### src/rtl/led_pattern_gen.sv
// led_pattern_gen: prescaled LED pattern driver (all-on, blink, binary count, chaser).
// Define LED_PWM_EN to add the brightness port and PWM dimming of the LED outputs.
module led_pattern_gen #(
    parameter int unsigned NUM_LEDS = 2,
    parameter int unsigned TICK_DIV = 12000000
`ifdef LED_PWM_EN
    ,
    parameter int unsigned PWM_W    = 4
`endif
) (
    input  logic                clk,
    input  logic                rst,
    input  logic                enable,
    input  logic [1:0]          mode,
`ifdef LED_PWM_EN
    input  logic [PWM_W-1:0]    brightness,
`endif
    output logic [NUM_LEDS-1:0] leds,
    output logic                tick
);

    localparam int unsigned PRESC_W = (TICK_DIV > 1) ? $clog2(TICK_DIV) : 1;
    localparam logic [PRESC_W-1:0] PRESC_MAX = PRESC_W'(TICK_DIV - 1);

    typedef enum logic [1:0] {
        MODE_ALL_ON = 2'd0,
        MODE_BLINK  = 2'd1,
        MODE_COUNT  = 2'd2,
        MODE_CHASE  = 2'd3
    } mode_e;

    logic [PRESC_W-1:0]  presc_q, presc_d;
    logic [NUM_LEDS-1:0] pattern_q, pattern_d;
    mode_e               cur_mode_q, cur_mode_d;
    logic                loaded_q, loaded_d;
    logic                tick_q, tick_d;
    logic                load_c;

    function automatic logic [NUM_LEDS-1:0] init_pattern(input mode_e m);
        case (m)
            MODE_COUNT: return '0;
            MODE_CHASE: return NUM_LEDS'(1);
            default:    return '1;
        endcase
    endfunction

    // Rotate via shift pair so a single-LED chaser keeps its one bit lit.
    function automatic logic [NUM_LEDS-1:0] next_pattern(input mode_e m,
                                                         input logic [NUM_LEDS-1:0] p);
        case (m)
            MODE_BLINK: return ~p;
            MODE_COUNT: return p + NUM_LEDS'(1);
            MODE_CHASE: return (p << 1) | (p >> (NUM_LEDS - 1));
            default:    return p;
        endcase
    endfunction

    // A fresh mode (or first cycle after reset) reloads the pattern ahead of any step.
    assign load_c = !loaded_q || (mode_e'(mode) != cur_mode_q);

    always_comb begin
        presc_d    = presc_q;
        pattern_d  = pattern_q;
        cur_mode_d = cur_mode_q;
        loaded_d   = loaded_q;
        tick_d     = 1'b0;
        if (load_c) begin
            cur_mode_d = mode_e'(mode);
            pattern_d  = init_pattern(mode_e'(mode));
            presc_d    = '0;
            loaded_d   = 1'b1;
        end else if (enable) begin
            if (presc_q == PRESC_MAX) begin
                presc_d   = '0;
                pattern_d = next_pattern(cur_mode_q, pattern_q);
                tick_d    = 1'b1;
            end else begin
                presc_d = presc_q + PRESC_W'(1);
            end
        end
    end

    always_ff @(posedge clk) begin
        if (rst) begin
            presc_q    <= '0;
            pattern_q  <= '0;
            cur_mode_q <= MODE_ALL_ON;
            loaded_q   <= 1'b0;
            tick_q     <= 1'b0;
        end else begin
            presc_q    <= presc_d;
            pattern_q  <= pattern_d;
            cur_mode_q <= cur_mode_d;
            loaded_q   <= loaded_d;
            tick_q     <= tick_d;
        end
    end

`ifdef LED_PWM_EN
    logic [PWM_W-1:0] pwm_cnt_q, pwm_cnt_d;
    logic             pwm_on_c;

    always_comb begin
        pwm_cnt_d = pwm_cnt_q;
        if (enable) begin
            pwm_cnt_d = pwm_cnt_q + PWM_W'(1);
        end
    end

    always_ff @(posedge clk) begin
        if (rst) begin
            pwm_cnt_q <= '0;
        end else begin
            pwm_cnt_q <= pwm_cnt_d;
        end
    end

    // Full-scale brightness bypasses the comparator so the LEDs never blink off.
    assign pwm_on_c = (brightness == '1) || (pwm_cnt_q < brightness);
    assign leds     = (enable && loaded_q && pwm_on_c) ? pattern_q : '0;
`else
    assign leds     = (enable && loaded_q) ? pattern_q : '0;
`endif

    assign tick = tick_q & enable;

endmodule

### config.mk
export PLATFORM = sky130hd
export DESIGN_NAME = led_pattern_gen
export DESIGN_NICKNAME = d
export VERILOG_FILES = /design/src/rtl/led_pattern_gen.sv
export SDC_FILE = /design/constraint.sdc
export NUM_CORES = 1
export LEC_CHECK = 0
export ABC_AREA = 1
export CAP_MARGIN = 25
export CORE_MARGIN = 1
export CORE_UTILIZATION = 40
export DETAILED_ROUTE_END_ITERATION = 7
export PLACE_DENSITY_LB_ADDON = 0.15
export SLEW_MARGIN = 20
export SYNTH_ARGS = -nofsm -noshare
export SYNTH_HDL_FRONTEND = slang
export SYNTH_SLANG_ARGS = --single-unit
### constraint.sdc
create_clock -name clk -period 3.5 [get_ports clk]
set_input_delay 0.7 -clock clk [delete_from_list [all_inputs] [get_ports clk]]
set_output_delay 0.7 -clock clk [all_outputs]
set_load 0.1 [all_outputs]
* Word-level counts from Yosys, hierarchy flattened
Cells that the tools add are included.
** Word-level totals
- Bits in latches :: 0
- ROM bits :: 0
- RAM bits :: 0
- Memories kept :: 0
- Input port bits :: 5
- Register bits :: 30
- Word-level logic and storage cells :: 35
- Output and inout port bits :: 3
** Operators by class
- Shifts and indexed selects :: 0
- Magnitude comparators :: 0
- Mux-type cells :: 8
- Eq/ne operators :: 7
- Reduce and logical (&&, ||, !) cells :: 9
- Div/mod/pow operators :: 0
- Bitwise gates (word level) :: 4
- $mul :: 0
- Add/sub/neg operators :: 2
** Operators by type and width (count)
- 24-bit by 1-bit adder with 24-bit output, second input constant :: 1
- 24-bit equality test, second input constant :: 1
- 24-bit two-way mux :: 1
- 2-bit equality test, second input constant :: 4
- 2-bit two-way mux :: 4
- 2-bit one-hot mux with 3 select lines :: 1
- 2-bit one-hot mux with 2 select lines :: 1
- 2-bit nonzero test :: 2
- 4-bit nonzero test :: 1
- 3-bit AND reduction :: 1
- 3-bit OR reduction :: 1
- 2-bit by 1-bit adder with 2-bit output, second input constant :: 1
- 2-bit by 1-bit equality test with 1-bit output, second input constant :: 1
- 2-bit inequality test :: 1
- 2-bit NOT :: 1
- 2-bit by 1-bit OR with 2-bit output :: 1
- 2-bit OR reduction :: 1
- 1-bit bitwise AND :: 1
- 1-bit logical AND :: 1
- 1-bit logical NOT :: 1
- 1-bit logical OR :: 1
- 1-bit two-way mux :: 1
- 1-bit NOT :: 1

* Logic depth before layout (Yosys ltp)
Gate-level depths: netlist of run 1.
- Word-level depth :: 5
- Depth in mapped cells :: 10
- Depth with buffers taken out :: 9

* Worst setup path before layout of run 1
Ideal clock, no wire load.
- Kind :: input-to-output
- Start :: input enable
- End :: output leds[0]
- Path buffers :: 0
- Cell stages on the path :: 2
- Required time :: 2.800 ns
- Slack :: -0.023 ns
- Arrival time :: 2.823 ns
- Path through :: inv_2 -> nor3_1
** On the way
- Cells in the longest elaborated chain, start to end :: 2
** Ends and longest elaborated chain
- start, declared :: line 13 : input logic enable,
- 1-bit logical AND :: line 122 : assign leds = (enable && loaded_q) ? pattern_q : '0;
- 2-bit two-way mux :: line 122
- end, declared :: line 18 : output logic [NUM_LEDS-1:0] leds,
Every way passes these cells.

* Final worst setup path of run 1
Same ends and word-level chain as after synthesis.

==> metrics.txt, run 1 <==
root buffer cell clkbuf_8; Max IR drop VDD 0.000142 V; worst path required time 2.80 ns; Fin Setup TNS 0 ns; Yosys cell types 23; Hold Fails Final Rpt 0; Die Y-Extent 68.4 µm; Placer Congestion 0.868; Worst-path clk slew 0.07 ns; cells resized by post-CTS repair 0; mux share of post-synthesis cell area 0; share of the synthesized area in the top cell type 0.341; DRT Pass-1 Iters 5; Worst Path Arrival 2.03 ns; DP Worst Slack 0.781 ns; clock latency at the later pin of the worst-skew pair 0.29 ns; DRC violation total after the first TritonRoute iteration 84; Synth Area in XOR/XNOR 0.0298; Power per Cell Area 347 mW/mm²; HP Class register to register; Total GRT Usage 0.189; fmax 0.367 GHz; Overall Power 0.694 mW; adder-cell area share of the yosys netlist 0.0213; initial antenna violation count 0; vias in the first global route 1459; max-cap check violation count 0; Max-Slew Margin vs Limit 0.777; setup violators final 0; synth warn 0; fin area 0.00200 mm²; sequence of cells on the critical path clkdlybuf4s50_1 > inv_2 > nor3_1 > buf_12; cts hold-fix bufs 0; Area contributors post-synth dfxtp_1 34%, nand2_1 17%, nor2_1 13%; Rows 23; Synth Area in Simple Gates 0.470; critical path's slowest cell clkdlybuf4s50_1; core region area 0.00412 mm²; most common cell in the netlist nand2_1; Lkg Pwr 0.783 nW; asr flop ratio synth 0; Cells after Synth 284; Worst Setup End Kind output port; DRC 0; final wirelength 3.85 mm; Setup WS post-layout 0.774 ns; Synth Net Count 292; drt wl/cell 11.1 µm; Setup crit start kind input pin; CTS tree yes; top post-synthesis cells by count 78 x nand2_1, 61 x nor2_1, 38 x inv_1; worst slew pin tran 0.332 ns; Initial Utilization 0.428; H-tree depth 2; fraction of the mapped netlist area in compound gates 0.0483; dpl cell area 0.00191 mm²; hpwl dp 2.88 mm; status finished, final reports clean; crit share post-route 0.779; Top Ports 8; Syn Area/Cell 6.21 µm²; Worst Skew 0.00652 ns; first-pass GRT wire length 6.40 mm; Placed Cells incl. Taps 340; die area 0.00468 mm²; Seq/Total Area, Yosys 0.341; FF+latch count, synth 30; largest net degree at the start of global routing 11; Hold Worst Slack 0.492 ns; ANT nets after route 0; Final nets 305; CP max FO 7; grt total ovfl 0; critical path class input pin to output port; delay-heaviest family, CP buffers and inverters; Non-Filler Instances 348; unrepaired setup endpoints after global routing no; Vias 1651; top_reg_cell synth dfxtp_1; Final Slew Violations 0; routed vias/inst 4.74; mapped cell area 0.00176 mm²; Max stage delay on crit path 0.64 ns; post-layout minimum cycle time 2.73 ns; Final Util 0.486; crit path buf inv count 3; CTS buffer count 5; main combinational cell family by area after synthesis simple AND/OR/NAND/NOR gates; n_diodes 0; postcts setup bufs 0; port buffer count 7; Synth-to-Final Area Change 13.4%; Yosys top cell by area dfxtp_1; share of layout cells above drive strength 1 0.0906; maximum clock path buffer count 2; clock sink total 30; Die X 68.4 µm; number of flops mapped to enable cells by yosys 0
[registers in the layout, summed over array words and instances (netlist names)]
name        flops
presc_q        24
cur_mode_q      2
pattern_q       2
loaded_q        1
tick_q          1
[final cells by class]
cell class | instances | area [µm²]
repair buffers | 7 | 87.6
flip-flops and latches | 30 | 601
inverters | 41 | 154
clock inverters | 1 | 5.00
multi-input cells | 212 | 1000
clock buffers | 7 | 86.3
well taps | 50 | 62.6
fillers | 462 | 2120
[where the power goes]
group	switching [mW]	leakage, nW	internal, mW
combinational	0.0301	0.492	0.0168
clock	0.141	0.0482	0.159
sequential	0.00271	0.243	0.346
[layout by cell type (no fill, tap or decap), types with 3 or more instances in the layout]
cell	netlist	layout
nand2_1	78	78
nor2_1	61	61
inv_1	38	38
dfxtp_1	30	30
nand3_1	19	19
nor3_1	8	8
a21oi_1	7	7
o21ai_0	7	7
nor2_4	6	6
clkbuf_8	0	6
xor2_1	4	4
nand4_1	4	4
clkdlybuf4s50_1	0	4
inv_2	3	3
nand2_2	3	3
o21ai_1	3	3
ha_1	3	3
[cell families after synthesis]
| kind of cell | Yosys count |
|---|---|
| xor+xnor | 6 |
| fa+ha+maj | 3 |
| buf+inv | 42 |
| flops | 30 |
| compound gates | 17 |
| simple gates | 186 |
[worst reg2reg max path: stages (launching register included)]
cell     delay, ns
dfxtp_1       0.36
ha_1          0.20
nand2_1       0.10
nor2_4        0.16
nand3_4       0.15
nor2_4        0.17
inv_1         0.07
nand2_2       0.16
nor2_1        0.07
[worst paths after layout]
kind / startpoint / endpoint / slack, ns / depth (start not counted)
max: enable / leds[0] / 0.77 / 4
max reg2reg: presc_q[0]$_SDFFE_PP0P_ / presc_q[16]$_SDFFE_PP0P_ / 1.95 / 8
min: presc_q[1]$_SDFFE_PP0P_ / presc_q[1]$_SDFFE_PP0P_ / 0.49 / 2
min reg2reg: presc_q[1]$_SDFFE_PP0P_ / presc_q[1]$_SDFFE_PP0P_ / 0.49 / 2
[layer usage]
layer  vias up  part of all wire  track usage  routed length [µm]
met1       715              0.51        0.244                1970
met4         0             0.018       0.0859                  70
li1        901                 -            -                   -
met3         9             0.040       0.0400                 155
met2        26              0.43        0.299                1650
met5         -                 0            0                   0
Note: power is estimated with default switching activity, not from simulation.
==> run 2: changes to the inputs <==
==> constraint.sdc (replaced) <==
create_clock -name clk -period 2.5 [get_ports clk]
set_input_delay 0.5 -clock clk [delete_from_list [all_inputs] [get_ports clk]]
set_output_delay 0.5 -clock clk [all_outputs]
set_load 0.1 [all_outputs]
==> run 2 against run 1 <==
Against the previous run:
- clock power up 30%
- critical endpoint unchanged
- final area up 0.56%
- sequential share of layout area down 0.17 points
- register-to-register slack worse by 0.98 ns
- clock skew down 0.00075 ns
==> metrics.txt, run 2 (synthesis gave the netlist of run 1 again) <==
Lkg Pwr 0.786 nW; most common cell after layout, fill and taps aside nand2_1; vias in the first global route 1506; DRC 0; H-tree depth 2; FF-to-FF End presc_q[19]$_SDFFE_PP0P_; sw frac 0.235; hold_sp presc_q[1]$_SDFFE_PP0P_; Worst Setup End Kind output port; worst slew pin tran 0.352 ns; clock latency at the later pin of the worst-skew pair 0.28 ns; cells resized by post-CTS repair 0; root buffer cell clkbuf_8; CTS buffer count 5; internal power 0.720 mW; Sequential Power Share 0.518; worst path required time 2.00 ns; Placer Congestion 0.865; n_diodes 0; number of flip-flops in the largest register 24; HP Class register to register; die area 0.00468 mm²; share of layout cells above drive strength 1 0.0909; biggest regs presc_q: 24 flops, cur_mode_q: 2 flops, pattern_q: 2 flops; CP max FO 6; Die Y-Extent 68.4 µm; DRC violation total after the first TritonRoute iteration 82; clock sink total 30; DRT Pass-1 Iters 4; grt total ovfl 0; cts hold-fix bufs 0; Die X 68.4 µm; Final Slew Violations 0; core region area 0.00412 mm²; Power per Cell Area 468 mW/mm²; Hold Worst Slack 0.485 ns; Worst Path Arrival 1.64 ns; Synth-to-Final Area Change 14.1%; port buffer count 7; largest net degree at the start of global routing 11; critical path class input pin to output port; routed vias/inst 4.71; Setup crit start kind input pin; ANT nets after route 0; final wirelength 3.66 mm; Final Util 0.489; Worst-path clk slew 0.06 ns; Gate power share 0.070; crit share post-route 0.858; Rows 23; Max IR drop VDD 0.000278 V; Initial Utilization 0.428; max-cap check violation count 0; initial antenna violation count 0; post-layout minimum cycle time 2.14 ns; maximum clock path buffer count 2; drt wl/cell 10.5 µm; fmax 0.466 GHz; status finished, final reports clean; Largest Register presc_q; Worst Skew 0.00577 ns; hpwl dp 2.88 mm; share of total power in the clock network 0.412; setup violators final 0; most frequent cells in the layout 78 x nand2_1, 61 x nor2_1, 38 x inv_1; flop2flop setup slack 0.97 ns; R2R depth 9; Psw 0.221 mW; Vias 1635; postcts setup bufs 0; Final nets 306; Total GRT Usage 0.189; WHS Endpoint presc_q[1]$_SDFFE_PP0P_; Hold Path Depth 2; r2r startpoint presc_q[10]$_SDFFE_PP0P_; Top Ports 8; first-pass GRT wire length 6.32 mm; Max-Slew Margin vs Limit 0.764; CTS tree yes; Hold Fails Final Rpt 0; unrepaired setup endpoints after global routing no
run 2: cell count changes in the layout (fill, tap and decap cells not counted):
cell	previous run	this run
buf_12	2	3
clkbuf_1	1	0
clkinv_2	1	0
run 2: layout make-up:
type,count,area (µm²)
Multi-Input combinational cell,212,1000
Clock buffer,6,82.6
Timing Repair Buffer,8,108
Inverter,41,154
Sequential cell,30,601
Tap cell,50,62.6
Fill cell,436,2100
run 2: worst max-delay path, stage by stage:
cell and delay [ns]:
clkdlybuf4s50_1 0.49, inv_2 0.08, nor3_1 0.34, buf_12 0.22
run 2: worst max-delay path by stage:
stage                     slack, ns       to  startpoint  cells past startpoint
after floorplan               -0.62  leds[0]      enable                      2
final                          0.36  leds[0]      enable                      4
after global placement         0.39  leds[0]      enable                      4
after CTS                      0.35  leds[0]      enable                      4
after detailed placement       0.36  leds[0]      enable                      4
after global routing           0.33  leds[0]      enable                      4
run 2: layer usage:
metal | up-vias | wire [µm] | track usage
met5 | - | 0 | 0
met4 | 0 | 66 | 0.112
met3 | 5 | 94 | 0.0400
met2 | 16 | 1690 | 0.315
met1 | 716 | 1810 | 0.221
li1 | 898 | - | -
run 2: power by group through the flow:
stage	Combinational, mW	Sequential (mW)	Clock, mW
2_1_floorplan	0.0437	0.497	0
3_3_place_gp	0.0664	0.498	0
3_5_place_dp	0.0666	0.499	0
4_1_cts	0.0668	0.488	0.397
5_1_grt	0.0738	0.489	0.410
6_report	0.0661	0.488	0.388
run 2: through the flow:
stage / cell area (µm²) / power, mW / setup TNS, ns / instances / setup WS [ns]
after floorplan: 1760 / 0.541 / -1.25 / 284 / -0.623
after global placement: 1930 / 0.565 / 0 / 341 / 0.386
after detailed placement: 1930 / 0.565 / 0 / 341 / 0.355
after CTS: 2010 / 0.951 / 0 / 347 / 0.348
after global routing: 2010 / 0.972 / 0 / 347 / 0.333
final: 2010 / 0.942 / 0 / 347 / 0.356
